## config.mk

```make
export PLATFORM = sky130hd
export DESIGN_NAME = float_unit_arbiter
export DESIGN_NICKNAME = d
export VERILOG_FILES = /design/src/rtl/float_unit_arbiter_pkg.sv /design/src/rtl/float_unit_arbiter_tag_fifo.sv /design/src/rtl/float_unit_arbiter.sv
export SDC_FILE = /design/constraint.sdc
export NUM_CORES = 1
export LEC_CHECK = 0
export CAP_MARGIN = 30
export CORE_AREA = 2 2 158 160
export CTS_CLUSTER_SIZE = 30
export DETAILED_ROUTE_END_ITERATION = 6
export DIE_AREA = 0 0 160 162
export PLACE_DENSITY_LB_ADDON = 0.3
export SLEW_MARGIN = 20
export SYNTH_ARGS = -nofsm -noshare
export SYNTH_HDL_FRONTEND = slang
export SYNTH_HIERARCHICAL = 1
export SYNTH_SLANG_ARGS = --single-unit
```

## constraint.sdc

```tcl
create_clock -name aclk -period 5.65 [get_ports aclk]
set_clock_uncertainty 0.15 [all_clocks]
set_input_delay 1.13 -clock aclk [delete_from_list [all_inputs] [get_ports aclk]]
set_output_delay 1.13 -clock aclk [all_outputs]
set_load 0.01 [all_outputs]
```

## src/rtl/float_unit_arbiter_pkg.sv

```systemverilog
// Shared types and helpers for the float unit arbiter: grant-state encoding,
// tag width and the round-robin selection function.
package float_arb_pkg;

  localparam int NUM_REQ_MAX = 8;
  localparam int PICK_W      = 3;
  localparam int NUM_REQ_DEF = 3;
  localparam int ID_W        = $clog2(NUM_REQ_DEF);

  typedef enum logic [0:0] {
    IDLE = 1'b0,
    HOLD = 1'b1
  } arb_state_t;

  // First set bit of valid, searching upward from ptr and wrapping at num_req.
  // Returns ptr when nothing is valid; callers qualify with the OR of valid.
  function automatic logic [PICK_W-1:0] rr_pick(
    input logic [NUM_REQ_MAX-1:0] valid,
    input logic [PICK_W-1:0]      ptr,
    input int                     num_req
  );
    logic [PICK_W-1:0] pick;
    logic [PICK_W-1:0] idx_b;
    logic              found;
    int                idx;
    pick  = ptr;
    found = 1'b0;
    for (int i = 0; i < NUM_REQ_MAX; i++) begin
      idx = int'(ptr) + i;
      if (idx >= num_req) begin
        idx = idx - num_req;
      end
      idx_b = PICK_W'(idx);
      if (!found && (i < num_req) && valid[idx_b]) begin
        pick  = idx_b;
        found = 1'b1;
      end
    end
    return pick;
  endfunction

endpackage

```

## src/rtl/float_unit_arbiter_tag_fifo.sv

```systemverilog
// In-order FIFO of requester tags for operands outstanding in the shared unit.
// A push and a pop in the same cycle are accepted even when the FIFO is full.
module tag_fifo #(
  parameter int WIDTH = 2,
  parameter int DEPTH = 8
) (
  input  logic                     clk,
  input  logic                     rst,
  input  logic                     i_push,
  input  logic [WIDTH-1:0]         i_din,
  input  logic                     i_pop,
  output logic [WIDTH-1:0]         o_dout,
  output logic                     o_full,
  output logic                     o_empty,
  output logic [$clog2(DEPTH):0]   o_count
);

  localparam int AW = (DEPTH > 1) ? $clog2(DEPTH) : 1;
  localparam int CW = $clog2(DEPTH) + 1;

  logic [WIDTH-1:0] r_mem [DEPTH];
  logic [AW-1:0]    r_wr_ptr;
  logic [AW-1:0]    r_rd_ptr;
  logic [CW-1:0]    r_count;
  logic             w_do_push;
  logic             w_do_pop;

  assign o_empty   = (r_count == '0);
  assign o_full    = (r_count == CW'(DEPTH));
  assign o_count   = r_count;
  assign o_dout    = r_mem[r_rd_ptr];
  assign w_do_pop  = i_pop && !o_empty;
  assign w_do_push = i_push && (!o_full || w_do_pop);

  always_ff @(posedge clk) begin
    if (w_do_push) begin
      r_mem[r_wr_ptr] <= i_din;
    end
  end

  always_ff @(posedge clk) begin
    if (rst) begin
      r_wr_ptr <= '0;
      r_rd_ptr <= '0;
      r_count  <= '0;
    end else begin
      if (w_do_push) begin
        r_wr_ptr <= r_wr_ptr + 1'b1;
      end
      if (w_do_pop) begin
        r_rd_ptr <= r_rd_ptr + 1'b1;
      end
      case ({w_do_push, w_do_pop})
        2'b10:   r_count <= r_count + 1'b1;
        2'b01:   r_count <= r_count - 1'b1;
        default: r_count <= r_count;
      endcase
    end
  end

endmodule

```

## src/rtl/float_unit_arbiter.sv

```systemverilog
// Round-robin sharing of one AXI-stream float unit between NUM_REQ requesters;
// issue and return paths are combinational, only the bookkeeping is registered.
module float_unit_arbiter
  import float_arb_pkg::*;
#(
  parameter int SIZE         = 64,
  parameter int NUM_REQ      = 3,
  parameter int MAX_INFLIGHT = 8
) (
  input  logic                            aclk,
  input  logic                            rst,
  input  logic [NUM_REQ*SIZE-1:0]         req_tdata,
  input  logic [NUM_REQ-1:0]              req_tvalid,
  output logic [NUM_REQ-1:0]              req_tready,
  output logic [SIZE-1:0]                 rsp_tdata,
  output logic [NUM_REQ-1:0]              rsp_tvalid,
  input  logic [NUM_REQ-1:0]              rsp_tready,
  output logic [SIZE-1:0]                 unit_s_tdata,
  output logic                            unit_s_tvalid,
  input  logic                            unit_s_tready,
  input  logic [SIZE-1:0]                 unit_m_tdata,
  input  logic                            unit_m_tvalid,
  output logic                            unit_m_tready,
  output logic [$clog2(MAX_INFLIGHT):0]   inflight,
  output logic                            err_orphan,
  output arb_state_t                      o_dbg_state,
  output logic [$clog2(NUM_REQ)-1:0]      o_dbg_rr_ptr,
  output logic                            o_dbg_tag_empty
);

  localparam int TAG_W = $clog2(NUM_REQ);
  localparam int CNT_W = $clog2(MAX_INFLIGHT) + 1;

  // Handshake rule for every stream here: a transfer happens on a rising clock
  // edge where valid and ready are both high; a raised valid and its data stay
  // unchanged until that transfer, and ready may depend combinationally on valid.

  arb_state_t            r_state;
  logic [TAG_W-1:0]      r_rr_ptr;
  logic [TAG_W-1:0]      r_grant;
  logic                  r_err_orphan;

  logic [NUM_REQ_MAX-1:0] w_valid_pad;
  logic [TAG_W-1:0]      w_pick;
  logic [TAG_W-1:0]      w_grant;
  logic [TAG_W-1:0]      w_rr_next;
  logic [TAG_W-1:0]      w_head;
  logic                  w_can_issue;
  logic                  w_issue;
  logic                  w_ret;
  logic                  w_orphan;
  logic                  w_tag_full;
  logic                  w_tag_empty;
  logic [CNT_W-1:0]      w_count;

  always_comb begin
    w_valid_pad                = '0;
    w_valid_pad[NUM_REQ-1:0]   = req_tvalid;
  end

  assign w_pick      = TAG_W'(rr_pick(w_valid_pad, PICK_W'(r_rr_ptr), NUM_REQ));
  assign w_grant     = (r_state == HOLD) ? r_grant : w_pick;
  // Full tag FIFO is exactly inflight == MAX_INFLIGHT; a same-cycle return does not free a slot.
  assign w_can_issue = !w_tag_full;

  assign unit_s_tvalid = !rst && ((r_state == HOLD) || ((|req_tvalid) && w_can_issue));
  assign unit_s_tdata  = req_tdata[int'(w_grant)*SIZE +: SIZE];
  assign w_issue       = unit_s_tvalid && unit_s_tready;

  always_comb begin
    req_tready = '0;
    if (w_issue) begin
      req_tready[w_grant] = 1'b1;
    end
  end

  assign w_rr_next = (w_grant == TAG_W'(NUM_REQ - 1)) ? '0 : w_grant + 1'b1;

  // Results go to the head tag's owner; with no tag outstanding they are drained and dropped.
  always_comb begin
    rsp_tvalid    = '0;
    unit_m_tready = 1'b0;
    if (!rst) begin
      if (!w_tag_empty) begin
        rsp_tvalid[w_head] = unit_m_tvalid;
        unit_m_tready      = rsp_tready[w_head];
      end else begin
        unit_m_tready      = 1'b1;
      end
    end
  end

  assign rsp_tdata = unit_m_tdata;
  assign w_ret     = !rst && !w_tag_empty && unit_m_tvalid && rsp_tready[w_head];
  assign w_orphan  = !rst && w_tag_empty && unit_m_tvalid;

  always_ff @(posedge aclk) begin
    if (rst) begin
      r_state      <= IDLE;
      r_grant      <= '0;
      r_rr_ptr     <= '0;
      r_err_orphan <= 1'b0;
    end else begin
      if (w_issue) begin
        r_rr_ptr <= w_rr_next;
      end
      if (w_orphan) begin
        r_err_orphan <= 1'b1;
      end
      case (r_state)
        IDLE: begin
          // A stalled offer freezes the grant so a later, closer requester cannot swap the data.
          if (unit_s_tvalid && !unit_s_tready) begin
            r_state <= HOLD;
            r_grant <= w_pick;
          end
        end
        HOLD: begin
          if (w_issue) begin
            r_state <= IDLE;
          end
        end
        default: r_state <= IDLE;
      endcase
    end
  end

  tag_fifo #(
    .WIDTH (TAG_W),
    .DEPTH (MAX_INFLIGHT)
  ) u_tag_fifo (
    .clk     (aclk),
    .rst     (rst),
    .i_push  (w_issue),
    .i_din   (w_grant),
    .i_pop   (w_ret),
    .o_dout  (w_head),
    .o_full  (w_tag_full),
    .o_empty (w_tag_empty),
    .o_count (w_count)
  );

  assign inflight        = w_count;
  assign err_orphan      = r_err_orphan;
  assign o_dbg_state     = r_state;
  assign o_dbg_rr_ptr    = r_rr_ptr;
  assign o_dbg_tag_empty = w_tag_empty;

endmodule

```

==> summary.txt <==
Power
  • Pwr per Cell Area: 274.3 nW/um2
  • Power Internal: 1297 uW
  • Lkg Pwr: 0.002800 uW
  • Clk pwr share: 0.120
  • Combinational fraction of design power: 0.744
  • Worst vdd ir: 159.1 uV
  • Switch Pwr: 946.5 uW
  • Register share of total power: 0.136
  • Total Power: 2244 uW
  • Sw frac: 0.4219

Synthesis
  • Largest family of logic cells by synthesized area: compound AO/OA/AOI/OAI gates
  • Sequential share of the synthesized area: 0.1613
  • Simple-gate area share of the yosys netlist: 0.1917
  • Synth Area in Adders: 0.02719
  • Synth Area in Compound Gates: 0.2996
  • Post-synth ARST share: 0
  • Avg Inst Size Synth: around 7.6 um2
  • Yosys reg bits: 35
  • Synth unique cells: 59
  • Mapped Cells: 698
  • Post-synthesis xor/xnor area fraction: 0.01149
  • Syn_nets: 975
  • Post-synthesis cell area: approximately 5300 um2
  • Top FF cell, synth: dfxtp_1
  • Post-synth EDFFs: 16
  • Yosys warns: 6
  • Mux share of post-synthesis cell area: 0.1545

Min path
  • Hold depth: 2
  • HP Class: flip-flop to flip-flop

Drt
  • First-pass detailed-route iteration total: 5
  • Vias per inst: roughly 4.9
  • Via count: 5928
  • DRC viols: 0
  • DRT iter0 DRCs: 284
  • Routed Antenna Nets: 0
  • Drt wl/cell: 18.77 um
  • Total Routed Length: between 20 and 25 mm

Clock network
  • Setup bufs post-CTS: 0
  • Post-cts resize count: 0
  • CTS tree: done
  • Root buf cell: clkbuf_16
  • Htree depth: 2
  • CTS Hold Buffers Added: 0
  • Clock Latency Late Sink: around 270 ps
  • CTS buffer count: 5
  • Worst-path clk slew: ~50 ps
  • CTS Buffer Depth: 2
  • CTS Sinks: 35

Job
  • Max Cap Viol: 0

STA
  • Tmin final: 5358 ps
  • Worst slew pin tran: 792.0 ps
  • Final TNS setup: 0 ps
  • Fmax: ~190 MHz
  • Crit share post-route: 0.9483
  • Hold Fails Final Rpt: 0
  • # setup viols final: 0
  • Unrepaired setup endpoints after global routing: false
  • Final slew viol count: 0
  • Max_slew headroom: 0.4720

Setup path
  • Crit path required time: 4370 ps
  • Setup crit end: unit_s_tdata[15]
  • Worst reg2reg setup slack: 1790 ps
  • Crit Path Class: input pin to output pin
  • R2R Path End: u_tag_fifo/o_count[3]$_SDFFE_PP0P_
  • CP arrival: 4080 ps
  • CP startpoint: req_tvalid[1]
  • Startpoint Class: input pin
  • CP max FO: 34
  • Reg2reg path depth: 14
  • Setup crit end kind: output pin

Die
  • Rows: 57
  • Die height: approximately 160 um
  • IO Count: about 400
  • Core area: 24110 um2
  • DIE AREA: 25920 um2
  • Die width: 160 um
  • Initial Utilization: 0.2214

Layout
  • Diodes inserted: 0
  • Net count, final: 1153
  • FF/Latch Area: 865.8 um2
  • Share of cells above drive strength 1: 0.1231
  • Layout area overhead: 53.26%
  • Fill cells: ~2600
  • Area of the multi-input gates: 3702 um2

Global route
  • Vias in the first global route: ~5900
  • GRT Util Overall: 0.1624
  • Total grt overflow: 0
  • First-pass GRT wire length: between 30 and 40 mm
  • Pin count of the biggest net entering global routing: 76
  • Initial antenna violation count: 0

Placed design
  • PortBufs: 282
  • RD Place Congestion: 0.8332
  • DPL Wire Length: around 17 mm

Run status
  • Status: finished clean
cells by family after synthesis:
group,after synthesis
xor+xnor,7
fa+ha+maj,11
simple gates,200
compound gates,231
buf+inv,137
flops,35
mux,77
worst max-delay path: stages:
cell,delay [ps]
clkdlybuf4s50_1,460
mux2i_1,220
o211a_1,280
and4b_4,330
a21oi_4,100
a221oi_4,450
buf_12,260
o2bb2ai_1,220
clkdlybuf4s50_1,600
synthesized netlist by cell type, types with 2 or more instances:
cell type,number,area share
a211oi_1,3,0.0042
inv_1,8,0.0056
a21oi_1,70,0.066
xor2_1,4,0.0066
nor3_1,11,0.010
buf_1,8,0.0056
o211ai_1,4,0.0056
dfxtp_1,19,0.071
clkbuf_1,25,0.018
edfxtp_1,16,0.090
mux2i_1,70,0.13
buf_2,21,0.020
xnor2_1,3,0.0049
o2bb2ai_1,65,0.11
or3_1,2,0.0023
o21bai_1,2,0.0028
nor4_1,2,0.0023
a31oi_1,3,0.0035
nand2b_1,7,0.0082
a21o_1,2,0.0028
buf_6,2,0.0042
nand3b_1,3,0.0042
mux4_2,4,0.017
or2_2,64,0.075
nor2_1,90,0.063
mux2_2,3,0.0063
nand3_1,3,0.0028
o22ai_1,64,0.075
ha_1,10,0.023
nand2_1,4,0.0028
and2_1,2,0.0023
nor3b_1,2,0.0028
o21ai_2,2,0.0033
nor2b_1,5,0.0059
buf_4,71,0.10
routing by layer:
layer / global-route usage / vias up / wire, um
met5: 0 / - / 0
met4: 0.05283 / 0 / 716
met3: 0.02809 / 42 / 1298
met2: 0.2765 / 220 / 10690
met1: 0.2091 / 2803 / 9837
li1: - / 2863 / -
layout make-up:
type	instances	share of cell area
timing repair buffer	299	0.3698
sequential	35	0.1058
inverter	9	0.004130
multi-input combinational	526	0.4526
clock inverter	1	0.0006118
clock buffer	7	0.01744
tap	324	0.04956
stage by stage:
step / hold slack (ps) / instances / setup slack [ps] / utilization / instance area [um2]
4_1_cts: 324.4 / 1201 / 300.2 / 0.3394 / 8180
2_1_floorplan: 329.1 / 698 / 1639 / - / 5338
3_5_place_dp: 311.9 / 1193 / 319.5 / 0.3332 / 8033
5_1_grt: 364.8 / 1201 / 126.4 / 0.3394 / 8180
6_report: 314.8 / 1201 / 292.3 / 0.3394 / 8180
3_3_place_gp: 301.4 / 1193 / 334.4 / 0.3332 / 8033
cells in the final DEF (no fill, tap or decap), types with 4 or more instances in the layout:
cell and instances:
clkdlybuf4s50_1 282, nor2_1 90, mux2i_1 70, a21oi_1 70, or2_2 64, o22ai_1 64, o2bb2ai_1 64, dfxtp_1 17
edfxtp_1 16, nor3_1 11, buf_4 11, ha_1 10, inv_1 8, nand2b_1 6, buf_12 6, nor2b_1 5
clkbuf_16 5, nand2_1 4, o211ai_1 4, mux4_2 4, xor2_1 4
worst min-delay path by stage:
stage / from / end
after global placement: err_orphan$_SDFFE_PP0P_ / err_orphan$_SDFFE_PP0P_
final: err_orphan$_SDFFE_PP0P_ / err_orphan$_SDFFE_PP0P_
after CTS: err_orphan$_SDFFE_PP0P_ / err_orphan$_SDFFE_PP0P_
after global routing: err_orphan$_SDFFE_PP0P_ / err_orphan$_SDFFE_PP0P_
after detailed placement: err_orphan$_SDFFE_PP0P_ / err_orphan$_SDFFE_PP0P_
after floorplan: r_grant[0]$_SDFFE_PP0P_ / r_grant[0]$_SDFFE_PP0P_
power by group through the flow:
stage / Combinational (uW) / Sequential [uW] / Clock [uW]
2_1_floorplan: 868 / 299 / 0
3_3_place_gp: 1680 / 311 / 0
3_5_place_dp: 1680 / 311 / 0
4_1_cts: 1680 / 306 / 274
5_1_grt: 1780 / 308 / 282
6_report: 1670 / 306 / 268
No activity file was read; power rests on OpenSTA's default activity.
